**config.mk**
```make
export PLATFORM = sky130hd
export DESIGN_NAME = decoder_rr_arbiter
export DESIGN_NICKNAME = d
export VERILOG_FILES = /design/src/rtl/decoder_arb_pkg.sv /design/src/rtl/rr_pick8.sv /design/src/rtl/decoder_rr_arbiter.sv
export SDC_FILE = /design/constraint.sdc
export NUM_CORES = 1
export LEC_CHECK = 0
export ABC_AREA = 1
export CAP_MARGIN = 20
export CORE_MARGIN = 5
export CORE_UTILIZATION = 56
export DETAILED_ROUTE_END_ITERATION = 7
export GPL_TIMING_DRIVEN = 1
export PLACE_DENSITY_LB_ADDON = 0.05
export SETUP_SLACK_MARGIN = 0.4
export SLEW_MARGIN = 25
export SYNTH_ARGS = -nofsm -noshare
export SYNTH_HDL_FRONTEND = slang
export SYNTH_SLANG_ARGS = --single-unit
```
**constraint.sdc**
```tcl
create_clock -name clk -period 7.77 [get_ports clk]
set_input_delay 1.1655 -clock clk [delete_from_list [all_inputs] [get_ports clk]]
set_output_delay 1.1655 -clock clk [all_outputs]
set_load 0.02 [all_outputs]
```
**src/rtl/decoder_arb_pkg.sv**
```systemverilog
// decoder_arb_pkg
//   Shared constants and state encoding for the round-robin arbiter that
//   sequences the 3-to-8 active-low select decoder.
//   No ports (package).
package decoder_arb_pkg;

   localparam int N_REQ = 8;
   localparam int IDX_W = 3;

   // Decoder output polarity is active-low, so "no line live" is all ones.
   localparam logic [N_REQ-1:0] GNT_NONE = 8'hFF;

   // Pointer value after reset: the scan starts at ptr+1, so requester 0
   // is favoured first.
   localparam logic [IDX_W-1:0] PTR_RESET = 3'd7;

   typedef enum logic [1:0] {
      ST_IDLE  = 2'd0,
      ST_GRANT = 2'd1,
      ST_GAP   = 2'd2
   } arb_state_e;

endpackage

```
**src/rtl/rr_pick8.sv**
```systemverilog
// rr_pick8
//   Combinational round-robin pick among 8 requesters.
//   Ports:
//     req [7:0]  in   active-high request levels
//     ptr [2:0]  in   index of the last winner; scan starts at ptr+1
//     any        out  high when at least one request is set
//     idx [2:0]  out  winning index (meaningful only when any=1)
module rr_pick8
   import decoder_arb_pkg::*;
(
   input  logic [N_REQ-1:0] req,
   input  logic [IDX_W-1:0] ptr,
   output logic             any,
   output logic [IDX_W-1:0] idx
);

   logic [IDX_W-1:0]   start;
   logic [2*N_REQ-1:0] dbl;
   logic [N_REQ-1:0]   rot;
   logic [IDX_W-1:0]   off;

   always_comb begin
      start = ptr + 3'd1;
      // Concatenating req with itself turns the rotate-right into a plain
      // part-select: rot[i] = req[(start + i) mod 8].
      dbl   = {req, req};
      rot   = dbl[{1'b0, start} +: N_REQ];
      any   = |req;
      // Priority encoder: lowest set bit of the rotated vector wins.
      off   = '0;
      for (int i = N_REQ - 1; i >= 0; i--) begin
         if (rot[i]) off = IDX_W'(i);
      end
      // Undo the rotation; 3-bit addition wraps mod 8 naturally.
      idx   = start + off;
   end

endmodule

```
**src/rtl/decoder_rr_arbiter.sv**
```systemverilog
// decoder_rr_arbiter
//   Round-robin arbiter sharing one 3-to-8 active-low select decoder among
//   8 requesters. Every grant is followed by one dead (GAP) cycle so the
//   downstream minterm/NAND logic never sees two decoder lines live.
//   Ports:
//     clk          in   rising-edge clock
//     rst_n        in   asynchronous active-low reset
//     en           in   arbitration enable (only gates new grants)
//     req [7:0]    in   active-high level requests
//     gnt_n [7:0]  out  active-low one-hot grant, 8'hFF = none (registered)
//     gnt_idx [2:0]out  index of current or last grant (registered)
//     busy         out  high while a grant is live (registered)
//     timeout      out  one-cycle pulse on preemption (registered)
//   Build option: define ARB_TIMEOUT_EN to enable hold-timeout preemption
//   after MAX_HOLD grant cycles when another requester is waiting. Without
//   it a grant lasts until its request drops and timeout stays 0.
module decoder_rr_arbiter
   import decoder_arb_pkg::*;
#(
   parameter int MAX_HOLD = 16,
   parameter int CNT_W    = 8
) (
   input  logic             clk,
   input  logic             rst_n,
   input  logic             en,
   input  logic [N_REQ-1:0] req,
   output logic [N_REQ-1:0] gnt_n,
   output logic [IDX_W-1:0] gnt_idx,
   output logic             busy,
   output logic             timeout
);

   // Reject illegal configurations at elaboration time.
   if (MAX_HOLD < 2 || MAX_HOLD > 255 || (64'd1 << CNT_W) <= 64'(MAX_HOLD)) begin : g_bad_params
      $error("decoder_rr_arbiter: MAX_HOLD must be 2..255 and below 2**CNT_W");
   end

   arb_state_e       state_q, state_d;
   logic [IDX_W-1:0] ptr_q, ptr_d;
   logic [IDX_W-1:0] gnt_idx_q, gnt_idx_d;
   logic [N_REQ-1:0] gnt_n_q, gnt_n_d;
   logic             busy_q, busy_d;
   logic             timeout_q, timeout_d;

   logic             pick_any;
   logic [IDX_W-1:0] pick_idx;

`ifdef ARB_TIMEOUT_EN
   logic [CNT_W-1:0] cnt_q, cnt_d;
   logic             other_req;
`endif

   rr_pick8 u_pick (
      .req (req),
      .ptr (ptr_q),
      .any (pick_any),
      .idx (pick_idx)
   );

   always_comb begin
      state_d   = state_q;
      ptr_d     = ptr_q;
      gnt_idx_d = gnt_idx_q;
      gnt_n_d   = gnt_n_q;
      busy_d    = busy_q;
      timeout_d = 1'b0;
`ifdef ARB_TIMEOUT_EN
      cnt_d     = cnt_q;
      other_req = |(req & ~(8'd1 << gnt_idx_q));
`endif

      case (state_q)
         // GAP re-arbitrates exactly like IDLE; its only role is to be the
         // single dead cycle that follows every release.
         ST_IDLE, ST_GAP: begin
            if (en && pick_any) begin
               state_d   = ST_GRANT;
               gnt_idx_d = pick_idx;
               gnt_n_d   = ~(8'd1 << pick_idx);
               busy_d    = 1'b1;
`ifdef ARB_TIMEOUT_EN
               cnt_d     = '0;
`endif
            end else begin
               state_d = ST_IDLE;
               gnt_n_d = GNT_NONE;
               busy_d  = 1'b0;
            end
         end

         // en is deliberately not looked at here: a live grant is only
         // ended by its owner (or by preemption in the timeout build).
         ST_GRANT: begin
            if (!req[gnt_idx_q]) begin
               state_d = ST_GAP;
               gnt_n_d = GNT_NONE;
               busy_d  = 1'b0;
               ptr_d   = gnt_idx_q;
            end
`ifdef ARB_TIMEOUT_EN
            else if (cnt_q == CNT_W'(MAX_HOLD - 1) && other_req) begin
               state_d   = ST_GAP;
               gnt_n_d   = GNT_NONE;
               busy_d    = 1'b0;
               ptr_d     = gnt_idx_q;
               timeout_d = 1'b1;
            end else if (cnt_q != CNT_W'(MAX_HOLD)) begin
               cnt_d = cnt_q + CNT_W'(1);
            end
`endif
         end

         default: begin
            state_d = ST_IDLE;
            gnt_n_d = GNT_NONE;
            busy_d  = 1'b0;
         end
      endcase
   end

   always_ff @(posedge clk or negedge rst_n) begin
      if (!rst_n) begin
         state_q   <= ST_IDLE;
         ptr_q     <= PTR_RESET;
         gnt_idx_q <= '0;
         gnt_n_q   <= GNT_NONE;
         busy_q    <= 1'b0;
         timeout_q <= 1'b0;
`ifdef ARB_TIMEOUT_EN
         cnt_q     <= '0;
`endif
      end else begin
         state_q   <= state_d;
         ptr_q     <= ptr_d;
         gnt_idx_q <= gnt_idx_d;
         gnt_n_q   <= gnt_n_d;
         busy_q    <= busy_d;
         timeout_q <= timeout_d;
`ifdef ARB_TIMEOUT_EN
         cnt_q     <= cnt_d;
`endif
      end
   end

   assign gnt_n   = gnt_n_q;
   assign gnt_idx = gnt_idx_q;
   assign busy    = busy_q;
   assign timeout = timeout_q;

endmodule

```
# --- Word-level counts from Yosys, hierarchy flattened ---
# Cells that the tools add are included.
word_totals:
  reg_bits: 17
  input_bits: 11
classes:
  eq_ne: 3
  n_shift: 2
  muxes: 19
  add_sub_neg: 2
  n_reduce_logical: 6
  n_bitwise: 2
  order_cmp: 1
ops:
  columns: ["operator", "n"]
  rows:
  - ["$mux W3", 8]
  - ["$mux W8", 2]
  - ["$pmux W8 S2", 1]
  - ["$shiftx A16 B4 Y8", 1]
  - ["$not A8 Y8", 1]
  - ["$reduce_or A8 Y1", 1]
  - ["$shl A1 B3 Y8 const A", 1]
  - ["$lt A3 B4 Y1 const B", 1]
  - ["$mux W1", 4]
  - ["$pmux W2 S2", 1]
  - ["$reduce_and A2 Y1", 2]
  - ["$add A3 B1 Y3 const B", 1]
  - ["$add A3 B3 Y3", 1]
  - ["$bmux W1 S3", 1]
  - ["$eq A2 B1 Y1 const B", 1]
  - ["$eq A2 B2 Y1 const B", 1]
  - ["$logic_not A2 Y1", 1]
  - ["$mux W2", 1]
  - ["$ne A2 B2 Y1 const B", 1]
  - ["$pmux W1 S2", 1]
  - ["$reduce_or A2 Y1", 1]
  - ["$logic_and A1 B1 Y1", 1]
  - ["$not A1 Y1", 1]

# --- Logic depth before layout (Yosys ltp) ---
# Gate-level depths: netlist of run 1.
logic_depth:
  depth_word: 15
  depth_mapped: 24

# --- Hierarchy ---
# A second synthesis of run 1 with hierarchy kept.
unflattened:
  hier_cells: 214
  area_unflattened_um2: 1421.4
by_module_without_submodules:
  columns: ["module", "seq_area_each_um2", "area_each_um2", "cells_each", "n_inst"]
  rows:
  - ["decoder_rr_arbiter", 439.2, 879.6, 113, 1]
  - ["rr_pick8", 0.0, 541.8, 101, 1]

# --- Worst setup path before layout of run 1 ---
# Ideal clock, no wire load.
synth_path:
  kind: "in2reg"
  from: "input req[5]"
  to: "register gnt_n_q[4], in the netlist gnt_n[4]"
  required_ns: 7.698
  t_arrival_ns: 3.058
  n_path_buf: 0
  path_stages: 21
  setup_slack_ns: 4.639
  setup_time_ns: 0.072
  path_cell_list: "nand2_1 nand3_1 nand3_1 nand2_1 inv_1 nor2_1 o21ai_0 nand2_1 nand2_1 a21boi_0 ha_1 inv_1 fa_1 xor2_1 inv_1 nand3_1 nand2_2 inv_2 nand2_1 nand2_1 inv_1"
synth_via:
  elab_chain_len: 14
synth_rtl:
  columns: ["element", "line", "rtl"]
  rows:
  - ["start, declared", "decoder_rr_arbiter.sv:26", "input logic [N_REQ-1:0] req,"]
  - ["$shiftx A16 B4 Y8", "rr_pick8.sv:27", "rot = dbl[{1'b0, start} +: N_REQ];"]
  - ["$mux W3 (8 in series)", "rr_pick8.sv:32", "if (rot[i]) off = IDX_W'(i);"]
  - ["$add A3 B3 Y3", "rr_pick8.sv:35", "idx = start + off;"]
  - ["$shl A1 B3 Y8", "decoder_rr_arbiter.sv:79", "gnt_n_d = ~(8'd1 << pick_idx);"]
  - ["$not A8 Y8", "decoder_rr_arbiter.sv:79", null]
  - ["$mux W8", "decoder_rr_arbiter.sv:76", "if (en && pick_any) begin"]
  - ["$pmux W8 S2", "decoder_rr_arbiter.sv:72", "case (state_q)"]
  - ["end signal, assigned", "decoder_rr_arbiter.sv:136", "gnt_n_q <= gnt_n_d;"]
  - ["end, declared", "decoder_rr_arbiter.sv:41", "logic [N_REQ-1:0] gnt_n_q, gnt_n_d;"]
# Parallel ways exist; a longest one is shown, timed or not. The select of a mux whose other input is x is not followed.
# A chain may end at the register's enable or synchronous reset.

# --- Worst setup path in the final report of run 1 ---
layout_path:
  from: "input req[5]"
  to: "register gnt_n_q[7], in the netlist gnt_n[7]"
# The elaborated chain is that of the path after synthesis.

==> results of run 1 <==
cell usage in the layout, fill, tap and decap left out, types with 2 or more instances in the layout:
cell             count
nand2_2             14
a21oi_1              2
inv_4                2
dfrtp_1              6
o21a_1               2
or2_2                4
clkbuf_4             3
nand2_1             52
nor2_2               3
ha_1                 2
nor2_1              19
o21ai_0             10
nor4_1               2
nand3_1             24
inv_1               18
inv_2                2
o221ai_1             2
clkdlybuf4s50_1     22
dfstp_2             11
nand3_2              5
metrics by stage:
| stage | utilization | cell area (um2) | setup slack [ns] |
|---|---|---|---|
| after detailed placement | 0.6987 | 1575 | 3.801 |
| after global placement | 0.6987 | 1575 | 3.874 |
| after floorplan | - | 1358 | 4.639 |
| after global routing | 0.7109 | 1603 | 3.792 |
| after CTS | 0.7109 | 1603 | 4.128 |
| final | 0.7109 | 1603 | 4.089 |
flip-flops by register name, summed over array words and instances (netlist names):
| signal | count |
|---|---|
| gnt_n | 8 |
| busy | 1 |
| state_q | 2 |
| ptr_q | 3 |
| gnt_idx | 3 |
cell families (layout without fill, tap and decap cells):
family | after synthesis | count (layout) | share of synthesized area
and+or+nand+nor | 126 | 126 | 0.4544
buffers and inverters | 27 | 49 | 0.1005
other | 1 | 1 | 0.002762
adders and majority gates | 3 | 3 | 0.03318
xor gates and xnor gates | 1 | 1 | 0.006453
DFF | 17 | 17 | 0.3235
AOI/OAI and AO/OA | 18 | 18 | 0.07927
cells in the mapped netlist (3+ instances only):
master / number / share of area
inv_1: 18 / 0.050
dfrtp_1: 6 / 0.11
nand2_1: 52 / 0.14
nor2_1: 19 / 0.053
or2_2: 4 / 0.018
nand3_2: 5 / 0.037
nor2_2: 3 / 0.014
nand3_1: 24 / 0.088
dfstp_2: 11 / 0.21
o21ai_0: 10 / 0.037
nand2_2: 14 / 0.065
path summary, 6_finish.rpt:
| path | start | to | slack (ns) | cells after the start |
|---|---|---|---|---|
| setup / recovery | req[5] | gnt_n[7]$_DFFE_PN1P_ | 4.09 | 20 |
| hold / removal | busy$_DFFE_PN0P_ | busy$_DFFE_PN0P_ | 0.50 | 1 |
| setup reg to reg | ptr_q[0]$_DFFE_PN1P_ | gnt_n[7]$_DFFE_PN1P_ | 4.38 | 19 |
| hold reg to reg | busy$_DFFE_PN0P_ | busy$_DFFE_PN0P_ | 0.50 | 1 |
| max in group asynchronous | rst_n | gnt_idx[0]$_DFFE_PN0P_ | 6.00 | 1 |
| min in group asynchronous | rst_n | gnt_idx[2]$_DFFE_PN0P_ | 1.30 | 1 |
metal layers:
| metal | vias to the layer above | GRT usage |
|---|---|---|
| met5 | - | 0 |
| met4 | 0 | 0.06796 |
| met2 | 44 | 0.3417 |
| li1 | 661 | - |
| met1 | 613 | 0.2564 |
| met3 | 8 | 0.02179 |
layout make-up:
class / instances / share of cell area
clock buffer: 3 / 0.01405
timing repair buffer: 22 / 0.1374
inverter: 23 / 0.06167
tap: 28 / 0.02186
multi-input combinational: 149 / 0.4879
sequential: 17 / 0.2740
clock inverter: 1 / 0.003123
worst register-to-register path, stage by stage, from the launching register on:
cell,delay [ns]
dfstp_2,0.70
ha_1,0.41
inv_4,0.18
nand3_1,0.12
nand3_1,0.09
nand2_1,0.08
nor2_1,0.11
o21ai_0,0.08
nand2_1,0.06
nand2_1,0.04
a21boi_0,0.15
ha_1,0.16
inv_1,0.04
fa_1,0.37
xor2_1,0.23
inv_1,0.06
nand3_1,0.12
nand3_1,0.13
nor2_1,0.14
nor2_1,0.05
==> qor.txt, run 1 <==
Status = finished, final reports clean
Mapped Avg Cell Area = 7.034 um2
Final ANT Viol Nets = 0
Delay-heaviest family, CP = simple AND/OR/NAND/NOR gates
Post_cts resized = 0
Max-Cap Viols = 0
Tmin final = 3.681 ns
Hold Path Class = reg2reg
Vias in the first global route = 1188
GP Congestion = 0.9400
Slew @ Worst Pin = 0.7325 ns
Root buf cell = clkbuf_4
Core ar. = 0.002255 mm2
Final hold vios = 0
I/O Pins = 24
Skew final = 0.01400 ns
Unrepaired setup endpoints after global routing = no
Met3 wire len = 115 um
First-pass DRT Iterations = 4
CTS buffer count = 3
Post-Route WL = 3.226 mm
Buffers added on ports = 22
Slew headroom = 0.5102
Wire per inst = 13.28 um
Hold bufs inserted after CTS = 0
Die Wd = 59.24 um
First-pass GRT wire length = 5.361 mm
Layout cells sized above 1 = 0.2233
Fillers = 195
Hold Slack = 0.5035 ns
Commonest register cell after synthesis = dfstp_2
Max incr delay on CP = 0.55 ns
Chip Height = 59.24 um
Via density = 5.457
Asr flop ratio synth = 1.000
CP max FO = 4
M1 WL = 1.435 mm
Drt drc = 0
Worst-Skew Late Latency = 0.29 ns
Number of flops mapped to enable cells by yosys = 0
Die footprint = 0.003509 mm2
Clock Tree Buf Depth = 2
Area occupied by multi-input gates = 782.0 um2
Initial antenna violation count = 0
DR top layer = met4
CTS tree = done
Distinct cells, synth = 29
Startpoint class of the critical path = input pin
DRT iter0 DRCs = 125
Final Cycle Share = 0.4738
Crit path cell chain = clkdlybuf4s50_1, nand2_1, nand3_1, nand3_1, nand2_1, inv_1, nor2_1, o21ai_0, nand2_1, nand2_1, a21boi_0, ha_1, inv_1, fa_1, xor2_1, inv_1, nand3_1, nand3_1, nor2_1, nor2_1
Clk sinks = 17
Synth Net Count = 207
WL met2 = 1.624 mm
Final Setup Violations = 0
FMAX = 0.2716 GHz
Yosys warning total = 0
# Post-CTS Setup Buffers = 0
Pins Over Slew Limit = 0
Area grow syn2layout = 18.06%
Final global-route overflow total = 0
Flip-flop and latch area = 439.2 um2
Req. time, crit path = 8.00 ns
Post-route insts no fill = 243
CP arrival = 3.92 ns
Synthesized cell area = 0.001358 mm2
Gr usage total = 0.1987
Row cnt = 17
Final nets = 230
Vias = 1326
Seq/Total Area, Yosys = 0.3235
Placed Cells = 239
Buf/Inv on CP = 4
Setup TNS = 0 ns
H-tree depth = 1
Kind of critical path = in2reg
Diodes inserted = 0
Initial core utilization = 0.6021
Synth Instances = 193
Synth Register Bits = 17
Critical path's slowest cell = clkdlybuf4s50_1
Hpwl dp = 2.590 mm
Worst setup EP type = flip-flop
Reg clk slew, reported paths = 0.11 ns
Largest net degree at the start of global routing = 18
Power of run 1 is not shown: default switching activity piles up to over one toggle a cycle in this logic, so the estimate is an artifact.
==> run 2: changes to the inputs <==
CORE_UTILIZATION = 47   (was 56)
clock period = 2.95 ns   (was 7.77 ns; I/O delays follow)
==> run 2 against run 1 <==
Net effect:
- via count is 6.5% higher
- final area is 19% higher
- non-clock buffer count is 23 higher
- sequential share of layout area is 4.4 points lower
- global-route usage is 1.1 points lower
- die area is 16% higher
- flip-flop and latch count stayed put
- critical path depth is 1 lower
- wire length is 14% higher
==> qor.txt, run 2 (same netlist as run 1, synthesis figures left out) <==
Area occupied by multi-input gates = 898.4 um2 (was 782.0 um2)
Hold Path Class = reg2reg (unchanged)
CTS tree = done (unchanged)
Worst-Skew Late Latency = 0.30 ns (was 0.29 ns)
Crit-path most repeated cell = nand2_1
Buffers added on ports = 22 (unchanged)
Initial core utilization = 0.4923 (was 0.6021)
Crit path cell chain = ha_4, inv_8, buf_4, nand3_1, nand3_1, nand2_1, o21ai_1, nand2_1, nand2_1, a21boi_2, ha_2, inv_2, fa_2, nor2_2, nand2_1, inv_1, nand3_2, nand2_1, inv_1 (was clkdlybuf4s50_1, nand2_1, nand3_1, nand3_1, nand2_1, inv_1, nor2_1, o21ai_0, nand2_1, nand2_1, a21boi_0, ha_1, inv_1, fa_1, xor2_1, inv_1, nand3_1, nand3_1, nor2_1, nor2_1)
Root buf cell = clkbuf_4 (unchanged)
Clk sinks = 17 (unchanged)
Initial antenna violation count = 0 (unchanged)
Vias in the first global route = 1489 (was 1188)
Final nets = 253 (was 230)
Clock Tree Buf Depth = 2 (unchanged)
Worst setup EP type = flip-flop (unchanged)
DRT iter0 DRCs = 119 (was 125)
Row cnt = 19 (was 17)
Final ANT Viol Nets = 0 (unchanged)
Status = finished, final reports clean (unchanged)
Die footprint = 0.004063 mm2 (was 0.003509 mm2)
Reg clk slew, reported paths = 0.10 ns (was 0.11 ns)
Max-Cap Viols = 0 (unchanged)
Kind of critical path = reg2reg (was in2reg)
CP arrival = 3.13 ns (was 3.92 ns)
Startpoint class of the critical path = flip-flop (was input pin)
Vias = 1412 (was 1326)
Max incr delay on CP = 0.59 ns (was 0.55 ns)
Post-Route WL = 3.669 mm (was 3.226 mm)
Critical path's slowest cell = dfstp_2 (was clkdlybuf4s50_1)
Slew headroom = 0.5136 (was 0.5102)
Layout cells sized above 1 = 0.3992 (was 0.2233)
Gr usage total = 0.1874 (was 0.1987)
H-tree depth = 1 (unchanged)
Fillers = 237 (was 195)
Skew final = 0.01110 ns (was 0.01400 ns)
CP max FO = 8 (was 4)
FMAX = 0.3447 GHz
Hpwl dp = 2.778 mm (was 2.590 mm)
Hold Crit Depth = 2 (was 1)
Wire per inst = 13.64 um (was 13.28 um)
Unrepaired setup endpoints after global routing = yes (was no)
Pins Over Slew Limit = 0 (unchanged)
Final Cycle Share = 0.9834
Req. time, crit path = 3.18 ns (was 8.00 ns)
GP Congestion = 0.8770 (was 0.9400)
Chip Height = 63.75 um (was 59.24 um)
Tmin final = 2.901 ns
Reg2reg path depth = 19 (unchanged)
Via density = 5.249 (was 5.457)
Final global-route overflow total = 0 (unchanged)
First-pass GRT wire length = 6.285 mm (was 5.361 mm)
Commonest non-fill, non-tap cell in the layout = nand2_1 (unchanged)
Most frequent cells in the layout = nand2_1, clkdlybuf4s50_1, buf_4 (was nand2_1, nand3_1, clkdlybuf4s50_1)
CTS buffer count = 3 (unchanged)
Drt drc = 0 (unchanged)
Flip-flop and latch area = 439.2 um2 (unchanged)
I/O Pins = 24 (unchanged)
Die Wd = 63.75 um (was 59.24 um)
Final hold vios = 0 (unchanged)
Area grow syn2layout = 40.55% (was 18.06%)
Largest register FFs = 8 (unchanged)
Largest net degree at the start of global routing = 18 (unchanged)
Reg2Reg Setup Slack = 0.05 ns (was 4.38 ns)
First-pass DRT Iterations = 4 (unchanged)
Final Setup Violations = 0 (unchanged)
Final core utilization = 0.6919 (was 0.7109)
Slew @ Worst Pin = 0.7274 ns (was 0.7325 ns)
Core ar. = 0.002758 mm2 (was 0.002255 mm2)
Diodes inserted = 0 (unchanged)
Setup TNS = 0 ns (unchanged)
==> run 2: cell types whose count changed in the layout (fill, tap and decap cells not counted), moves of 2 or more <==
cell / previous run / this run
nor2_1: 19 / 15
buf_4: 0 / 21
nand2_2: 14 / 16
nand3_4: 0 / 2
buf_6: 0 / 2
nand3_1: 24 / 14
nand3_2: 5 / 13
nand2_1: 52 / 49
ha_1: 2 / 0
inv_1: 18 / 16
nor2_2: 3 / 7
inv_2: 2 / 4
==> run 2: repair_timing <==
item | CTS | global route
cloned | 0 | 0
pin swaps | 14 | 6
buffers inserted | 8 | 0
resized for setup | 18 | 6
endpoints found under the setup margin | 10 | 10
hold buffers | 0 | 0
==> run 2: metal layers <==
layer / GRT usage / wire length [um] / vias up
li1: - / - / 703
met4: 0.07273 / 57 / 0
met5: 0 / 0 / -
met3: 0.02452 / 147 / 7
met2: 0.3541 / 1994 / 37
met1: 0.2104 / 1469 / 665
==> run 2: critical path: cells and delay by family, from the launching register on <==
kind / cells / cell delay (ns)
fa+ha+maj: 3 / 0.90
simple gates: 9 / 0.77
flops: 1 / 0.59
buf+inv: 5 / 0.39
compound gates: 2 / 0.19
==> run 2: path summary, 6_finish.rpt <==
check                                         end            startpoint
setup reg to reg             gnt_n[3]$_DFFE_PN1P_  ptr_q[0]$_DFFE_PN1P_
hold / removal               gnt_n[0]$_DFFE_PN1P_  gnt_n[0]$_DFFE_PN1P_
hold reg to reg              gnt_n[0]$_DFFE_PN1P_  gnt_n[0]$_DFFE_PN1P_
max in group asynchronous  gnt_idx[0]$_DFFE_PN0P_                 rst_n
min in group asynchronous  gnt_idx[1]$_DFFE_PN0P_                 rst_n
setup / recovery             gnt_n[3]$_DFFE_PN1P_  ptr_q[0]$_DFFE_PN1P_
==> run 2: through the flow <==
step	setup slack, ns	hold slack, ns	cell area [um2]	instances
after floorplan	0.2172	0.1469	1399	193
after global placement	-0.1063	0.4759	1729	257
after detailed placement	-0.1592	0.4811	1729	257
after CTS	0.06478	0.5148	1894	269
after global routing	-0.1490	0.5306	1908	269
final	0.04906	0.5119	1908	269
==> run 2: final cells by class <==
type / count / area share
clock inverters: 1 / 0.002623
well taps: 31 / 0.02033
inverters: 23 / 0.05443
clock buffers: 3 / 0.01180
repair buffers: 45 / 0.2098
multi-input cells: 149 / 0.4708
flip-flops and latches: 17 / 0.2302
Power of run 2 is left out for the same reason.
